`config.mk`:
```
export PLATFORM = sky130hd
export DESIGN_NAME = task2
export DESIGN_NICKNAME = d
export VERILOG_FILES = /design/src/rtl/task2.sv
export SDC_FILE = /design/constraint.sdc
export NUM_CORES = 1
export LEC_CHECK = 0
export ABC_AREA = 0
export CAP_MARGIN = 20
export CORE_MARGIN = 5
export CORE_UTILIZATION = 34
export DETAILED_ROUTE_END_ITERATION = 16
export HOLD_SLACK_MARGIN = 0.03
export PLACE_DENSITY = 0.88
export SYNTH_ARGS = -nofsm -noshare
export SYNTH_HDL_FRONTEND = slang
export SYNTH_HIERARCHICAL = 1
export SYNTH_SLANG_ARGS = --single-unit
```
`constraint.sdc`:
```
create_clock -name CLOCK_50 -period 4.05 [get_ports CLOCK_50]
set_input_delay 0.405 -clock CLOCK_50 [delete_from_list [all_inputs] [get_ports CLOCK_50]]
set_output_delay 0.405 -clock CLOCK_50 [all_outputs]
set_load 0.02 [all_outputs]
```
`src/rtl/task2.sv`:
```
// RC4 key-scheduling engine: fills a 256x8 S-box with the identity permutation,
// then permutes it with a 24-bit key built from the slide switches.
module task2 (
  input  logic       CLOCK_50,
  input  logic [3:0] KEY,
  input  logic [9:0] SW,
  output logic [6:0] HEX0,
  output logic [6:0] HEX1,
  output logic [6:0] HEX2,
  output logic [6:0] HEX3,
  output logic [6:0] HEX4,
  output logic [6:0] HEX5,
  output logic [9:0] LEDR
);

  typedef enum logic [3:0] {
    INIT, RD_I, WT_I, CALC_J, WT_J, WR_I, WR_J, NEXT, DONE
  } state_e;

  logic        rst;
  logic        unused_keys;
  state_e      state_q, state_d;
  logic [7:0]  i_q, i_d;
  logic [7:0]  j_q, j_d;
  logic [1:0]  kidx_q, kidx_d;
  logic [7:0]  si_q, si_d;
  logic [23:0] key_q, key_d;
  logic [7:0]  kbyte;
  logic [7:0]  addr, wdata, q;
  logic        wren;

  assign rst         = ~KEY[3];
  assign unused_keys = ^KEY[2:0];

  s_mem s (
    .clock   (CLOCK_50),
    .address (addr),
    .data    (wdata),
    .wren    (wren),
    .q       (q)
  );

  always_comb begin
    case (kidx_q)
      2'd0:    kbyte = key_q[23:16];
      2'd1:    kbyte = key_q[15:8];
      default: kbyte = key_q[7:0];
    endcase
  end

  always_ff @(posedge CLOCK_50 or posedge rst) begin
    if (rst) begin
      state_q <= INIT;
      i_q     <= 8'd0;
      j_q     <= 8'd0;
      kidx_q  <= 2'd0;
      si_q    <= 8'd0;
      key_q   <= 24'd0;
    end else begin
      state_q <= state_d;
      i_q     <= i_d;
      j_q     <= j_d;
      kidx_q  <= kidx_d;
      si_q    <= si_d;
      key_q   <= key_d;
    end
  end

  // The RAM read is registered: an address presented in one state yields q
  // in the next, so every read is followed by a wait state holding the address.
  always_comb begin
    state_d = state_q;
    i_d     = i_q;
    j_d     = j_q;
    kidx_d  = kidx_q;
    si_d    = si_q;
    key_d   = key_q;
    addr    = i_q;
    wdata   = si_q;
    wren    = 1'b0;
    case (state_q)
      INIT: begin
        // first cycle out of reset captures the switches as the key
        if (i_q == 8'd0) key_d = {14'b0, SW};
        wdata = i_q;
        wren  = 1'b1;
        i_d   = i_q + 8'd1;
        if (i_q == 8'hFF) state_d = RD_I;
      end
      RD_I:   state_d = WT_I;
      WT_I:   state_d = CALC_J;
      CALC_J: begin
        si_d    = q;
        j_d     = j_q + q + kbyte;
        addr    = j_d;
        state_d = WT_J;
      end
      WT_J: begin
        addr    = j_q;
        state_d = WR_I;
      end
      WR_I: begin
        wdata   = q;
        wren    = 1'b1;
        state_d = WR_J;
      end
      WR_J: begin
        addr    = j_q;
        wdata   = si_q;
        wren    = 1'b1;
        state_d = NEXT;
      end
      NEXT: begin
        i_d     = i_q + 8'd1;
        kidx_d  = (kidx_q == 2'd2) ? 2'd0 : kidx_q + 2'd1;
        state_d = (i_q == 8'hFF) ? DONE : RD_I;
      end
      DONE:    state_d = DONE;
      default: state_d = INIT;
    endcase
  end

  assign HEX0 = 7'h7F;
  assign HEX1 = 7'h7F;
  assign HEX2 = 7'h7F;
  assign HEX3 = 7'h7F;
  assign HEX4 = 7'h7F;
  assign HEX5 = 7'h7F;
  assign LEDR = {9'd0, state_q == DONE};

endmodule

// Single-port 256x8 RAM with registered read (read-before-write on same address).
module s_mem (
  input  logic       clock,
  input  logic [7:0] address,
  input  logic [7:0] data,
  input  logic       wren,
  output logic [7:0] q
);

  logic [7:0] mem [0:255];

  always_ff @(posedge clock) begin
    if (wren) mem[address] <= data;
    q <= mem[address];
  end

endmodule

```
Word-level counts from Yosys, hierarchy flattened
Cells that the tools add are included.
{ "classes": {"addsub": 1, "n_eq_ne": 10, "mux": 3, "n_reduce_logical": 2} }
{ "op_table": {"columns": ["operator", "count"], "rows": [
  ["one-hot mux 4 bit (9 select lines)", 1],
  ["equality test 4 x 3 -> 1 bit (second input constant)", 4],
  ["adder 8 x 1 -> 8 bit (second input constant)", 1],
  ["equality test 4 x 2 -> 1 bit (second input constant)", 2],
  ["equality test 8 bit (second input constant)", 1],
  ["2-to-1 mux 4 bit", 2],
  ["equality test 4 x 1 -> 1 bit (second input constant)", 1],
  ["equality test 4 bit (second input constant)", 1],
  ["zero test 4 bit", 1],
  ["!= test 2 bit (second input constant)", 1],
  ["OR reduction 2 bit", 1]
]} }
{ "word_totals": {"regBits": 12, "inputBits": 15, "out_inout_bits": 52, "elab_cells": 18} }

Longest topological paths before layout
{ "logic_depth": {"word_depth": 3, "depth_mapped": 5, "mapped_depth_nobuf": 4} }

Least setup slack after synthesis
Ideal clock, no wire load.
{ "synth_timing": {"kind": "reg-to-output", "startpoint": "reg state_q[0]", "endpoint": "out LEDR[0]", "arrival_time_ps": 1080, "required_time_ps": 3645, "setup_slack_ps": 2565, "stages_incl_launch_ff": 6, "n_path_buf": 1, "path_cell_list": "dfrtp_1 -> buf_6 -> or2_2 -> nor2_1 -> nand2_1 -> inv_1"} }
{ "synth_via": {"elab_chain_cells": 1} }
{ "synth_lines": {"columns": ["item", "line_no", "rtl"], "rows": [
  ["from (decl)", "22", "state_e state_q, state_d;"],
  ["from (signal assigned)", "60", "state_q <= state_d;"],
  ["equality test 4 bit", "129", "assign LEDR = {9'd0, state_q == DONE};"],
  ["to (decl)", "13", "output logic [9:0] LEDR"]
]} }
Every way passes these cells.

Worst setup path after layout
Same ends and word-level chain as after synthesis.

==> impl_results.md <==
- Clk slew on worst S/H paths: 80 ps
- Synth top area cells: buf_4 39%, dfrtp_1 30%, xnor2_1 4.4%
- #FFs+latches synth: 12
- Sequential area share after synthesis: 30.2%
- Fill cells: 296
- Port bufs: 2
- Final nets: 130
- Power density over the cells: 301 mW/mm²
- Worst-Margin Slew: 537 ps
- Post-synth top area cell: buf_4
- Setup tns final: 0 ps
- Multi-input logic area: 460 µm²
- Die width: 64.1 µm
- Peak supply drop: 0.000154 V
- Grt ovf: 0
- Hold WC Path Type: flip-flop to flip-flop
- EDFF count, synth: 0
- Clock sink count: 12
- Tmin final: 2330 ps
- CTS tree: done
- Initial drt markers: 15
- Highest-count cells in the layout ignoring fill and taps: 51 x conb_1, 12 x dfrtp_1, 6 x nor2_1, 6 x nand2_1, 5 x xnor2_1
- # H-tree levels: 1
- Count of unique library cells instantiated by Yosys: 23
- Fin crit share: 57.6%
- CP max FO: 9
- Top FF cell, synth: dfrtp_1
- Place WS: 2010 ps
- Tot GR Track Use: 5.82%
- Dpl hpwl: 1020 µm
- Synth top area share: 39.3%
- Storage cell area: 300 µm²
- Initial DRT Pass Iterations: 2
- Met3 usage: 3.15%
- CP endpoint kind: output pin
- Final max-slew violation count: 0
- Mapped Cells: 112
- First-pass GRT wire length: 1840 µm
- Routed WL: 1280 µm
- Pleak: 0.000439 µW
- Number of diodes: 0
- Critical Path RT: 3640 ps
- CTS hold repair buffers: 0
- DRC violations left: 0
- Layout area overhead: -12.7%
- Met1 Track Usage GR: 6.75%
- Clock Latency Late Sink: 270 ps
- Mapped Area: 993 µm²
- Status: finished clean
- Die H: 64.1 µm
- RSZ-0062 raised after global routing: false
- Share of layout cells above drive strength 1: 7.08%
- CTS max path bufs: 2
- Worst Setup Start Kind: flip-flop
- CTS Buf Count: 3
- Rows: 19
- Commonest non-fill, non-tap cell in the layout: conb_1
- Vias: 525
- R2R Setup Slk: 2470 ps
- GRT met2 Usage: 8.54%
- Final number of hold-violating endpoints: 0
- Setup WS post-layout: 1720 ps
- Max Freq: 429 MHz
- Worst rel slew slack: 64.1%
- Top Usage Layer GRT: met2
- Post-synthesis area per instance: 8.87 µm²
- Critical Path AT: 1930 ps
- Initial Util: 35.7%
- Initial antenna violation count: 0
- Number of vias per cell: 3.65
- Final Wtd Congestion: 0.737
- Setup Fix Bufs, Post-CTS: 0
- Vias in the first global route: 402
- WL/cell: 8.90 µm
- Synth Warn #: 6
- Kind of critical path: flip-flop to output pin
- IO Pins: 67
- Clk_skew: 3.66 ps
- Root Buffer Master: clkbuf_4
- Final ANT Viol Nets: 0
- Synth async-reset ratio: 100%
- Largest net degree at the start of global routing: 13
- # Max-Cap Violations: 0
- Post-CTS sizing: 0
- Core area: 0.00278 mm²
- Die Area: 0.00410 mm²
- Endpoints failing setup: 0
[path summary, 6_finish.rpt]
check | from | endpoint | cells past startpoint
worst max-delay path | state_q[0]$_DFFE_PN0P_ | LEDR[0] | 5
worst min-delay path | i_q[5]$_DFFE_PN0P_ | i_q[5]$_DFFE_PN0P_ | 1
worst max register to register | state_q[0]$_DFFE_PN0P_ | i_q[7]$_DFFE_PN0P_ | 4
worst min register to register | i_q[5]$_DFFE_PN0P_ | i_q[5]$_DFFE_PN0P_ | 1
max in group asynchronous | KEY[3] | state_q[2]$_DFFE_PN0P_ | 1
min in group asynchronous | KEY[3] | i_q[3]$_DFFE_PN0P_ | 1
[critical path, cell delays in order (launching register included)]
cell and delay (ps):
dfrtp_1 470, or2_2 340, nor2_1 90, nand2_1 80, inv_1 70, clkdlybuf4s50_1 600
[per-layer routing]
metal | part of all wire (%) | vias to the layer above
met3 | 12 | 2
met4 | 1.5 | 0
met5 | 0 | -
met1 | 39 | 234
met2 | 48 | 30
li1 | - | 259
[registers in the layout, summed over array words and instances (netlist names)]
name,flops
state_q,4
i_q,8
[stage by stage]
step / cells / cell area [µm²] / hold slack [ps] / utilization [%] / power [µW]
after global placement: 140 / 831 / 457 / 29.9 / 166
final: 144 / 867 / 474 / 31.2 / 261
after detailed placement: 140 / 831 / 463 / 29.9 / 166
after global routing: 144 / 867 / 494 / 31.2 / 270
after floorplan: 161 / 1180 / 109 / - / 201
after CTS: 144 / 867 / 474 / 31.2 / 262
[synth_stat cells, types with 2 or more instances]
cell type  count
or2_2          2
a21oi_1        2
dfrtp_1       12
o32ai_1        2
nand3_1        4
inv_1          3
buf_4         52
nor2_1         6
xor2_1         4
nand4_1        2
nand2_1        6
xnor2_1        5
conb_1         2
[layout make-up]
class / instances / area share (%)
clock buffers: 4 / 4.18
inverters: 3 / 1.30
multi-input cells: 92 / 53.1
flip-flops and latches: 12 / 34.6
well taps: 31 / 4.47
repair buffers: 2 / 2.31
[cells by family (layout without fill, tap and decap cells)]
logic type                 Yosys count  in the layout  share of synthesized area (%)
buffers and inverters               57              9                           41.9
and+or+nand+nor                     22             22                           11.1
DFF                                 12             12                           30.2
AOI/OAI and AO/OA                    9              9                           6.80
xor gates and xnor gates             9              9                           7.93
other                                2             51                          0.756
adders and majority gates            1              1                           1.26
[report_power, final]
part           switching (µW)  total [µW]  internal, µW
sequential                  0         120           120
combinational            44.6        45.4         0.846
clock                    41.0        95.6          54.6
total                    85.6         261           175
(Power assumes the default switching activity.)
